--- src/rtl/if_fetch_queue.sv ---
// Instruction-fetch stage: issues one instruction-memory request at a time and
// buffers returned words with their PC in a small FIFO feeding decode.
module if_fetch_queue #(
    parameter int DEPTH = 4,
    parameter int PTR_W = 2
) (
    input  logic        clk_i,
    input  logic        rst_i,
    input  logic        start_i,
    input  logic [31:0] pc_i,
    output logic        pc_ld_o,
    output logic        req_o,
    output logic [31:0] req_addr_o,
    input  logic        mem_valid_i,
    input  logic [31:0] mem_data_i,
    input  logic        stall_i,
    input  logic        flush_i,
    output logic        valid_o,
    output logic [31:0] inst_o,
    output logic [31:0] inst_pc_o,
    output logic [31:0] inst_pc4_o
);

    typedef enum logic [1:0] {
        S_IDLE = 2'd0,
        S_WAIT = 2'd1,
        S_DROP = 2'd2
    } state_t;

    localparam logic [PTR_W:0] FULL_CNT = (PTR_W + 1)'(DEPTH);

    state_t             state_q, state_d;
    logic               req_q, req_d;
    logic [31:0]        req_addr_q, req_addr_d;
    logic [PTR_W-1:0]   rd_ptr_q, rd_ptr_d;
    logic [PTR_W-1:0]   wr_ptr_q, wr_ptr_d;
    logic [PTR_W:0]     count_q, count_d;

    logic [31:0]        inst_mem [DEPTH];
    logic [31:0]        pc_mem   [DEPTH];

    logic               issue;
    logic               push;
    logic               pop;

    assign issue   = (state_q == S_IDLE) && start_i && !flush_i && (count_q < FULL_CNT);
    assign push    = (state_q == S_WAIT) && mem_valid_i && !flush_i;
    assign valid_o = (count_q != '0);
    assign pop     = valid_o && !stall_i && !flush_i;
    assign pc_ld_o = issue | flush_i;

    assign req_o      = req_q;
    assign req_addr_o = req_addr_q;

    // req_addr_q doubles as the PC tag of the single outstanding request.
    always_comb begin
        state_d    = state_q;
        req_d      = issue;
        req_addr_d = issue ? pc_i : req_addr_q;
        case (state_q)
            S_IDLE: if (issue) state_d = S_WAIT;
            S_WAIT: begin
                if (mem_valid_i)  state_d = S_IDLE;
                else if (flush_i) state_d = S_DROP;
            end
            S_DROP: if (mem_valid_i) state_d = S_IDLE;
            default: state_d = S_IDLE;
        endcase
    end

    always_comb begin
        rd_ptr_d = rd_ptr_q;
        wr_ptr_d = wr_ptr_q;
        count_d  = count_q;
        if (flush_i) begin
            rd_ptr_d = '0;
            wr_ptr_d = '0;
            count_d  = '0;
        end else begin
            if (push) wr_ptr_d = wr_ptr_q + 1'b1;
            if (pop)  rd_ptr_d = rd_ptr_q + 1'b1;
            case ({push, pop})
                2'b10:   count_d = count_q + 1'b1;
                2'b01:   count_d = count_q - 1'b1;
                default: count_d = count_q;
            endcase
        end
    end

    always_ff @(posedge clk_i or negedge rst_i) begin
        if (!rst_i) begin
            state_q    <= S_IDLE;
            req_q      <= 1'b0;
            req_addr_q <= '0;
            rd_ptr_q   <= '0;
            wr_ptr_q   <= '0;
            count_q    <= '0;
        end else begin
            state_q    <= state_d;
            req_q      <= req_d;
            req_addr_q <= req_addr_d;
            rd_ptr_q   <= rd_ptr_d;
            wr_ptr_q   <= wr_ptr_d;
            count_q    <= count_d;
        end
    end

    // Storage needs no reset: entries are only visible while count is non-zero.
    always_ff @(posedge clk_i) begin
        if (push) begin
            inst_mem[wr_ptr_q] <= mem_data_i;
            pc_mem[wr_ptr_q]   <= req_addr_q;
        end
    end

    assign inst_o     = valid_o ? inst_mem[rd_ptr_q] : 32'd0;
    assign inst_pc_o  = valid_o ? pc_mem[rd_ptr_q] : 32'd0;
    assign inst_pc4_o = valid_o ? (pc_mem[rd_ptr_q] + 32'd4) : 32'd0;

endmodule
--- config.mk ---
export PLATFORM = sky130hd
export DESIGN_NAME = if_fetch_queue
export DESIGN_NICKNAME = d
export VERILOG_FILES = /design/src/rtl/if_fetch_queue.sv
export SDC_FILE = /design/constraint.sdc
export NUM_CORES = 1
export LEC_CHECK = 0
export BUFFER_PORTS_ARGS = -buffer_cell sky130_fd_sc_hd__buf_2
export CAP_MARGIN = 0
export CORE_MARGIN = 2
export CORE_UTILIZATION = 55
export CTS_BUF_LIST = sky130_fd_sc_hd__clkbuf_4 sky130_fd_sc_hd__clkbuf_8 sky130_fd_sc_hd__clkbuf_16
export DETAILED_ROUTE_END_ITERATION = 12
export PLACE_DENSITY = 0.78
export SYNTH_ARGS = -nofsm -noshare
export SYNTH_HDL_FRONTEND = slang
export SYNTH_SLANG_ARGS = --single-unit
export TNS_END_PERCENT = 50
--- constraint.sdc ---
create_clock -name clk_i -period 4.96 [get_ports clk_i]
set_clock_uncertainty 0.05 [all_clocks]
set_input_delay 0.992 -clock clk_i [delete_from_list [all_inputs] [get_ports clk_i]]
set_output_delay 0.992 -clock clk_i [all_outputs]
set_load 0.03 [all_outputs]
==> reports/results.ini <==
[die]
core_um2=21900
io_pins=201
fp.dieW_um=153
die_h_um=153
start_util=0.561
die-area_um2=23500
fp-row-count=54

[drt]
via_per_inst=5.57
vias=6465
drt-total-wl_um=23900
drc_errors=0
post_drt_wl_per_cell_um=20.6
firstDrtPassIters=4
drt-initial-drc-count=372
ant_nets=0

[yosys]
synth_edf_count=256
synthTopCellsByArea=edfxtp_1 63%, mux4_2 11%, dfrtp_1 8.6%, mux2_2 3.9%, and2_1 3.2%
syn_nets=729
synth.most_common_cell=edfxtp_1
synth_top_cell_by_area=edfxtp_1
synth_cell_types=48
synth_top_area_share=0.626
syn_area_per_cell_um2=18.8
synth-main-ff-cell=edfxtp_1
seq_area_frac_synth=0.712
ys_async_sr_fraction=0.141
synth_commonest_cells=256 x edfxtp_1, 63 x and2_1, 58 x mux4_2
mappedNetlistArea_um2=12300
syn-instance-count=653
ys_ff_latch=298
ys_warn_count=0

[sta]
drv_slew=0
max_slew_margin=0.333
fmax_ghz=0.221
hold_violations=0
setup_violations=0
period_needed_ps=4530
rsz0062_at_grt=no
setup_tns_ps=0
fin_crit_sh=0.914
worstMarginPinSlew_ps=1000

[pwr]
p_int_uw=4770
pwr_density_cell_nw_per_um2=467
p_switching_uw=2020
seqPwrFrac=0.443
clock_power_share=0.345
swShare=0.297
p_leak_uw=0.00536
pwr-share-comb=0.212
peakVddDrop_mv=0.285

[clocking]
cts_setup_buffers=0
htreeDepth=1
cts_resized=0
cts_tree=built
worstSkewPairLatency_ps=540
clk_pin_slew_ps=70
clock-root-buffer=clkbuf_16
cts_buffers=29
clk_path_buf_depth=3
cts_sinks=298
ctsHoldBuffers=0

[layout]
drive_above_1_share=0.435
layout.nets=933
n_fill_cell=1517
multi_input_area_um2=3290
utilization=0.664
antenna_cells=0
seq_area_um2=8750
syn_to_final_growth_pct=18.3

[run]
drv_cap=0

[grt]
met1_usage=0.279
grt_pass1_vias=6710
grt_max_degree=65
met3_usage=0.0303
antenna_found_initial=0
grt_usage=0.203
grt.busiest_layer=met2
met2_usage=0.339
grt_pass1_wl_um=37400
grt_overflow=0

[placed_design]
hpwl_um=14800
gp_congestion=0.837
io_buffers=200

[critical_path]
start_kind=flip-flop
crit_path_end_kind=output port
crit_required_ps=3920
cp.arrival_ps=3490
reg2reg_depth=7
critPathMaxFanout=30
criticalPathCategory=reg2out

[outcome]
status=complete, no violations

[min_path]
worst_hold_path_type=reg2reg
hold_path_depth=1

[critical path, stage by stage (launching register included)]
cell and delay, ps:
dfrtp_4 560, buf_4 540, mux4_1 450, and4_1 320, nand4_4 200, nor4_2 340, mux2_1 340, buf_2 180
[path summary, 6_finish.rpt]
check	from	to	slack (ps)
setup / recovery	rd_ptr_q[0]$_DFFE_PN0P_	inst_pc4_o[31]	430
hold / removal	state_q[1]$_DFFE_PN0P_	state_q[0]$_DFFE_PN0P_	470
setup reg to reg	count_q[2]$_DFFE_PN0P_	count_q[2]$_DFFE_PN0P_	2630
hold reg to reg	state_q[1]$_DFFE_PN0P_	state_q[0]$_DFFE_PN0P_	470
max in group asynchronous	rst_i	rd_ptr_q[0]$_DFFE_PN0P_	3890
min in group asynchronous	rst_i	req_addr_o[21]$_DFFE_PN0P_	480
[routing by layer]
metal / wire length (µm) / vias to the layer above
met1: 9960 / 3268
met5: 0 / -
met4: 596 / 0
met2: 12200 / 197
met3: 1130 / 54
li1: - / 2946
[kinds of logic (layout without fill, tap and decap cells)]
group,count (synthesis),after routing,synth area share
DFF,298,298,0.712
and+or+nand+nor,164,164,0.0801
muxes,112,112,0.163
buffers and inverters,45,272,0.0217
xor gates and xnor gates,17,17,0.0121
AOI/OAI and AO/OA,11,11,0.00469
adders and majority gates,6,6,0.00673
[power by group through the flow]
stage	combinational (µW)	sequential [µW]	clock, µW
finish	1440	3010	2340
CTS	1450	3010	2390
global route	1530	3030	2490
global placement	1440	3050	0
detailed placement	1450	3060	0
floorplan	950	3130	0
[flip-flops by register name, summed over array words and instances, names as in the netlist]
signal / cells
inst_mem: 128
pc_mem: 128
req_addr_o: 32
count_q: 3
rd_ptr_q: 2
state_q: 2
wr_ptr_q: 2
req_o: 1
[per-stage QoR]
step | setup WS [ps] | std cells | instance area, µm² | power (µW) | hold slack, ps
finish | 429 | 1160 | 14500 | 6790 | 466
CTS | 318 | 1160 | 14500 | 6850 | 465
global route | 148 | 1160 | 14500 | 7040 | 495
floorplan | 1440 | 653 | 12300 | 4080 | 422
detailed placement | 888 | 1106 | 13500 | 4510 | 461
global placement | 966 | 1106 | 13500 | 4490 | 437
[layout by cell type, fill, tap and decap left out, types with 3 or more instances in the layout]
| cell type | instances |
|---|---|
| dfrtp_1 | 40 |
| mux4_1 | 5 |
| clkbuf_16 | 29 |
| a21oi_1 | 5 |
| inv_6 | 4 |
| xor2_1 | 4 |
| bufinv_16 | 6 |
| and2_1 | 59 |
| or3_1 | 5 |
| nand2_1 | 11 |
| nor3_1 | 12 |
| ha_1 | 5 |
| inv_1 | 10 |
| mux2_1 | 4 |
| mux4_2 | 58 |
| xnor2_1 | 13 |
| buf_4 | 7 |
| clkinv_4 | 4 |
| mux2_2 | 42 |
| clkinvlp_4 | 8 |
| nor4_1 | 3 |
| and2_4 | 4 |
| nand3_1 | 5 |
| nor2_1 | 41 |
| edfxtp_1 | 256 |
| buf_2 | 200 |
| o21ai_0 | 5 |
[area by class of cell]
| cell class | instances | area share |
|---|---|---|
| Clock inverter | 25 | 0.0223 |
| Tap cell | 280 | 0.0241 |
| Inverter | 11 | 0.00284 |
| Multi-Input combinational cell | 310 | 0.226 |
| Sequential cell | 298 | 0.602 |
| Clock buffer | 29 | 0.0499 |
| Timing Repair Buffer | 207 | 0.0725 |
Note: power is estimated with default switching activity, not from simulation.
